File: config.mk
export PLATFORM = sky130hd
export DESIGN_NAME = instr_encoder
export DESIGN_NICKNAME = d
export VERILOG_FILES = /design/src/rtl/instr_encoder.sv
export SDC_FILE = /design/constraint.sdc
export NUM_CORES = 1
export LEC_CHECK = 0
export BUFFER_PORTS_ARGS = -buffer_cell sky130_fd_sc_hd__buf_2
export CAP_MARGIN = 40
export CORE_AREA = 2 2 97 99
export CTS_BUF_LIST = sky130_fd_sc_hd__clkbuf_16
export DETAILED_ROUTE_END_ITERATION = 6
export DIE_AREA = 0 0 99 101
export PLACE_DENSITY = 0.79
export SLEW_MARGIN = 5
export SYNTH_ARGS = -nofsm -noshare
export SYNTH_HDL_FRONTEND = slang
export SYNTH_SLANG_ARGS = --single-unit
File: constraint.sdc
create_clock -name clk_i -period 6 [get_ports clk_i]
set_input_delay 0 -clock clk_i [delete_from_list [all_inputs] [get_ports clk_i]]
set_output_delay 0 -clock clk_i [all_outputs]
set_load 0.01 [all_outputs]
File: src/rtl/instr_encoder.sv
// instr_encoder: packs decoded RV32I fields back into 32-bit instruction
// words and streams them into IMEM via a one-entry output register with an
// auto-incrementing byte address, flagging illegal fields and overflow.
module instr_encoder #(
    parameter int          DEPTH     = 256,
    parameter logic [31:0] BASE_ADDR = 32'h0000_0000
) (
    input  logic                         clk_i,
    input  logic                         rst_i,
    input  logic                         start_i,
    input  logic                         in_valid_i,
    output logic                         in_ready_o,
    input  logic [6:0]                   op_i,
    input  logic [4:0]                   rd_i,
    input  logic [2:0]                   funct3_i,
    input  logic [6:0]                   funct7_i,
    input  logic [4:0]                   rs1_i,
    input  logic [4:0]                   rs2_i,
    input  logic [31:0]                  imm_i,
    input  logic                         last_i,
    output logic                         wr_en_o,
    output logic [31:0]                  wr_addr_o,
    output logic [31:0]                  wr_data_o,
    input  logic                         wr_ready_i,
    output logic [$clog2(DEPTH+1)-1:0]   count_o,
    output logic                         done_o,
    output logic                         err_o,
    output logic [1:0]                   err_code_o
);

    localparam int CW = $clog2(DEPTH + 1);

    localparam logic [6:0] OP_R      = 7'b0110011;
    localparam logic [6:0] OP_LOAD   = 7'b0000011;
    localparam logic [6:0] OP_IMM    = 7'b0010011;
    localparam logic [6:0] OP_JALR   = 7'b1100111;
    localparam logic [6:0] OP_STORE  = 7'b0100011;
    localparam logic [6:0] OP_BRANCH = 7'b1100011;
    localparam logic [6:0] OP_LUI    = 7'b0110111;
    localparam logic [6:0] OP_AUIPC  = 7'b0010111;
    localparam logic [6:0] OP_JAL    = 7'b1101111;

    localparam logic [1:0] ERR_OPCODE = 2'b01;
    localparam logic [1:0] ERR_IMM    = 2'b10;
    localparam logic [1:0] ERR_OVF    = 2'b11;

    typedef enum logic [1:0] {
        ST_IDLE,
        ST_RUN,
        ST_DONE,
        ST_ERR
    } state_t;

    state_t          state_q, state_d;
    logic            wr_en_q, wr_en_d;
    logic [31:0]     addr_q, addr_d;
    logic [31:0]     data_q, data_d;
    logic            last_q, last_d;
    logic [CW-1:0]   count_q, count_d;
    logic            done_q, done_d;
    logic            err_q, err_d;
    logic [1:0]      code_q, code_d;

    logic [31:0]     enc_word;
    logic            enc_legal;
    logic [1:0]      enc_code;
    logic            fits12, fits13, fits21, is_shift;
    logic            accept, complete;
    logic [CW-1:0]   count_inc;

    // Format the incoming field bundle by opcode and judge its legality.
    always_comb begin
        enc_word  = '0;
        enc_legal = 1'b0;
        enc_code  = ERR_IMM;
        fits12    = (&imm_i[31:11]) || (~|imm_i[31:11]);
        fits13    = (&imm_i[31:12]) || (~|imm_i[31:12]);
        fits21    = (&imm_i[31:20]) || (~|imm_i[31:20]);
        is_shift  = (funct3_i == 3'b001) || (funct3_i == 3'b101);
        case (op_i)
            OP_R: begin
                enc_word  = {funct7_i, rs2_i, rs1_i, funct3_i, rd_i, op_i};
                enc_legal = 1'b1;
            end
            OP_LOAD, OP_JALR: begin
                enc_word  = {imm_i[11:0], rs1_i, funct3_i, rd_i, op_i};
                enc_legal = fits12;
            end
            OP_IMM: begin
                if (is_shift) begin
                    enc_word  = {funct7_i, imm_i[4:0], rs1_i, funct3_i, rd_i, op_i};
                    enc_legal = ~|imm_i[31:5];
                end else begin
                    enc_word  = {imm_i[11:0], rs1_i, funct3_i, rd_i, op_i};
                    enc_legal = fits12;
                end
            end
            OP_STORE: begin
                enc_word  = {imm_i[11:5], rs2_i, rs1_i, funct3_i, imm_i[4:0], op_i};
                enc_legal = fits12;
            end
            OP_BRANCH: begin
                enc_word  = {imm_i[12], imm_i[10:5], rs2_i, rs1_i, funct3_i,
                             imm_i[4:1], imm_i[11], op_i};
                enc_legal = fits13 && !imm_i[0];
            end
            OP_LUI, OP_AUIPC: begin
                enc_word  = {imm_i[31:12], rd_i, op_i};
                enc_legal = ~|imm_i[11:0];
            end
            OP_JAL: begin
                enc_word  = {imm_i[20], imm_i[10:1], imm_i[11], imm_i[19:12], rd_i, op_i};
                enc_legal = fits21 && !imm_i[0];
            end
            default: begin
                enc_legal = 1'b0;
                enc_code  = ERR_OPCODE;
            end
        endcase
    end

    // Next-state logic: start wins, then write completion (last/overflow), then accept.
    always_comb begin
        state_d    = state_q;
        wr_en_d    = wr_en_q;
        addr_d     = addr_q;
        data_d     = data_q;
        last_d     = last_q;
        count_d    = count_q;
        done_d     = done_q;
        err_d      = err_q;
        code_d     = code_q;
        in_ready_o = (state_q == ST_RUN) && (!wr_en_q || wr_ready_i);
        accept     = in_valid_i && in_ready_o;
        complete   = wr_en_q && wr_ready_i;
        count_inc  = count_q + CW'(1);

        if (start_i) begin
            state_d = ST_RUN;
            wr_en_d = 1'b0;
            addr_d  = BASE_ADDR;
            count_d = '0;
            done_d  = 1'b0;
            err_d   = 1'b0;
            code_d  = 2'b00;
        end else begin
            case (state_q)
                ST_RUN: begin
                    if (complete) begin
                        wr_en_d = 1'b0;
                        addr_d  = addr_q + 32'd4;
                        count_d = count_inc;
                    end
                    if (complete && last_q) begin
                        state_d = ST_DONE;
                        done_d  = 1'b1;
                    end else if (complete && (count_inc == CW'(DEPTH))) begin
                        state_d = ST_ERR;
                        err_d   = 1'b1;
                        code_d  = ERR_OVF;
                    end else if (accept) begin
                        if (enc_legal) begin
                            wr_en_d = 1'b1;
                            data_d  = enc_word;
                            last_d  = last_i;
                        end else begin
                            state_d = ST_ERR;
                            err_d   = 1'b1;
                            code_d  = enc_code;
                        end
                    end
                end
                ST_ERR: begin
                    if (complete) begin
                        wr_en_d = 1'b0;
                        addr_d  = addr_q + 32'd4;
                        count_d = count_inc;
                    end
                end
                default: begin
                end
            endcase
        end
    end

    // State and output registers with synchronous reset.
    always_ff @(posedge clk_i) begin
        if (rst_i) begin
            state_q <= ST_IDLE;
            wr_en_q <= 1'b0;
            addr_q  <= BASE_ADDR;
            data_q  <= '0;
            last_q  <= 1'b0;
            count_q <= '0;
            done_q  <= 1'b0;
            err_q   <= 1'b0;
            code_q  <= 2'b00;
        end else begin
            state_q <= state_d;
            wr_en_q <= wr_en_d;
            addr_q  <= addr_d;
            data_q  <= data_d;
            last_q  <= last_d;
            count_q <= count_d;
            done_q  <= done_d;
            err_q   <= err_d;
            code_q  <= code_d;
        end
    end

    assign wr_en_o    = wr_en_q;
    assign wr_addr_o  = addr_q;
    assign wr_data_o  = data_q;
    assign count_o    = count_q;
    assign done_o     = done_q;
    assign err_o      = err_q;
    assign err_code_o = code_q;

endmodule
==> out/results.txt <==
Layout Skew: 0.0104 ns
WP data required: 6.28 ns
Violated checks: DRC
First-pass GRT wire length: 19700 microns
Gr ovfl total: 0
Endpoint class of the critical path: flop
Critical path type: flop to flop
Syn_area_per_cell: 8.21 sq um
Final slew viol count: 0
WP data arrival: 3.39 ns
Synth top area share: 0.372
PwrDens: 217 nW/um^2
Yosys cell types: 52
DR pass1 iterations: 7
Yosys reg bits: 79
Total negative slack: 0 ns
DRC errors left: 5
Clock transition at the registers of the reported paths: 0.07 ns
XOR/XNOR share of the synthesized area: 0.0638
Largest cells by area after synthesis: dfxtp_1, nor2_1, o41ai_2
EDFF count, synth: 0
CORE AREA: 8980 sq um
Placer Congestion: 0.919
Iteration-0 DRC Markers: 255
CTS tree: yes
Count leader, synth: dfxtp_1
Vias in the first global route: 4010
Area leader, netlist: dfxtp_1
Lkg Pwr: 0.00222 uW
Power Total: 1170 uW
Final min period: 3.11 ns
Final wirelength: 12200 microns
# H-tree levels: 3
Main combinational cell family by area after synthesis: simple AND/OR/NAND/NOR gates
DR WL/cell: 16.0 microns
Gate Count Post-Synth: 518
Netlist Area Pre-Place: 4250 sq um
Diode count: 0
Post-synthesis compound-gate area fraction: 0.222
Hold Path Class: input port to flop
Post-CTS sizing: 0
Post-synth top cells: dfxtp_1, nor2_1, nand2_1
DIE WIDTH: 99 microns
Hold Fails Final Rpt: 0
RSZ-0062 raised after global routing: false
Clock Latency Late Sink: 0.34 ns
PortBufs: 146
Routed via count: 4488
Tcrit/Tclk final: 0.518
Share of cells above drive strength 1: 0.286
Simple-gate area share of the yosys netlist: 0.288
Post-synth top flop: dfxtp_1
Synth warn: 0
Nets: 722
Count of final setup violators: 0
Worst-margin pin slew: 0.846 ns
Gr usage total: 0.240
Inserted Clock Buffers: 9
Startpoint types: flop
Clock Tree Buf Depth: 2
Row count: 35
Worst rel slew slack: 0.432
CTS root buf: clkbuf_16
Peak supply drop: 0.111 mV
Initial antenna violation count: 0
Status: finished, violations left
Post-synth ARST share: 0
Maximum fanout along the worst path: 38
Area Overhead vs Synth: 26.5%
Mux cell area share after synthesis: 0.00235
Antenna Nets Post-Route: 0
Synth Area in Adders: 0.00883
Starting Density: 0.474
Clk sinks: 79
IO Count: 149
Die ar.: 10000 sq um
Dpl hpwl: 9210 microns
Max Cap Viol: 0
DIE HEIGHT: 101 microns
Highest Clock Rate: 322 MHz
Seq/Total Area, Yosys: 0.372
Largest net degree at the start of global routing: 53
Via density: 5.87
cell families (layout without fill, tap and decap cells):
| kind of cell | count (synthesis) | in the layout |
|---|---|---|
| AND/OR/NAND/NOR | 226 | 226 |
| AO/OA/AOI/OAI | 134 | 134 |
| flip-flops | 79 | 79 |
| buffers and inverters | 43 | 178 |
| XOR/XNOR | 31 | 31 |
| adder cells (fa/ha/maj) | 3 | 3 |
| other | 1 | 2 |
| multiplexers | 1 | 1 |
worst paths after layout:
path	from	end	slack (ns)	cells after the start
worst min-delay path	rs1_i[2]	wr_data_o[17]$_SDFFE_PP0P_	0.03	3
worst min register to register	wr_data_o[0]$_SDFFE_PP0P_	wr_data_o[0]$_SDFFE_PP0P_	0.47	2
worst max-delay path	count_o[0]$_SDFFE_PP0P_	wr_data_o[23]$_SDFFE_PP0P_	2.89	9
worst max register to register	count_o[0]$_SDFFE_PP0P_	wr_data_o[23]$_SDFFE_PP0P_	2.89	9
final cells by class:
| type | instances | area [sq um] |
|---|---|---|
| inverters | 9 | 33.8 |
| flip-flops and latches | 79 | 1580 |
| well taps | 111 | 139 |
| multi-input cells | 397 | 2500 |
| fillers | 784 | 3600 |
| clock inverters | 7 | 83.8 |
| repair buffers | 153 | 818 |
| clock buffers | 9 | 225 |
routing by layer:
layer	up-vias	global-route usage	wire length, microns
met5	-	0	0
met4	0	0.0822	312
met3	35	0.0527	983
met2	227	0.388	5750
met1	2047	0.318	5190
li1	2179	-	-
repair_timing:
item | 4_1_cts | 5_1_grt
hold endpoints to repair | 2 | 0
setup buffers | 0 | 0
hold buffers | 2 | 0
critical path, cell delays in order, from the launching register on:
cell	delay [ns]
dfxtp_1	0.49
ha_1	0.29
nand2_1	0.15
nor4b_1	0.19
a311oi_2	0.30
o41ai_2	0.15
or3_2	0.65
buf_12	0.26
or4_1	0.47
nand2_1	0.08
state kept, by name (all words and copies together) (netlist names):
register    flops
count_o         9
done_o          1
err_code_o      2
err_o           1
last_q          1
state_q         2
wr_addr_o      30
wr_data_o      32
wr_en_o         1
where the power goes:
part           internal [uW]  switching, uW  total, uW
Clock                    330            235        565
Sequential               525           1.15        526
Combinational           29.1           49.6       78.7
Total                    885            285       1170
per-stage QoR:
stage	utilization	setup slack (ns)	std cells	hold WS (ns)	cell area [sq um]
after floorplan	-	3.38	519	0.129	4260
after global placement	0.557	2.92	744	0.261	5000
after detailed placement	0.563	2.97	747	0.280	5050
after CTS	0.599	2.92	765	0.0177	5380
after global routing	0.599	2.69	765	0.0324	5380
final	0.599	2.89	765	0.0254	5380
cells in the final DEF (no fill, tap or decap), types with 3 or more instances in the layout:
cell,count
a222oi_1,10
o41ai_2,10
inv_1,9
xor2_1,14
ha_1,3
nor4_1,10
xnor2_1,17
nor3_1,14
a21oi_1,32
nand4_1,15
dfxtp_1,79
and3_1,8
nand2b_1,5
nand2_1,34
o21ai_0,17
o21ai_1,32
and4_1,4
buf_2,147
nor2b_1,24
o41ai_1,3
nand3_1,21
nor2_1,48
clkbuf_16,9
inv_6,3
or3_1,17
a22oi_1,14
or4_1,9
Power figures use the tool's default switching activity.
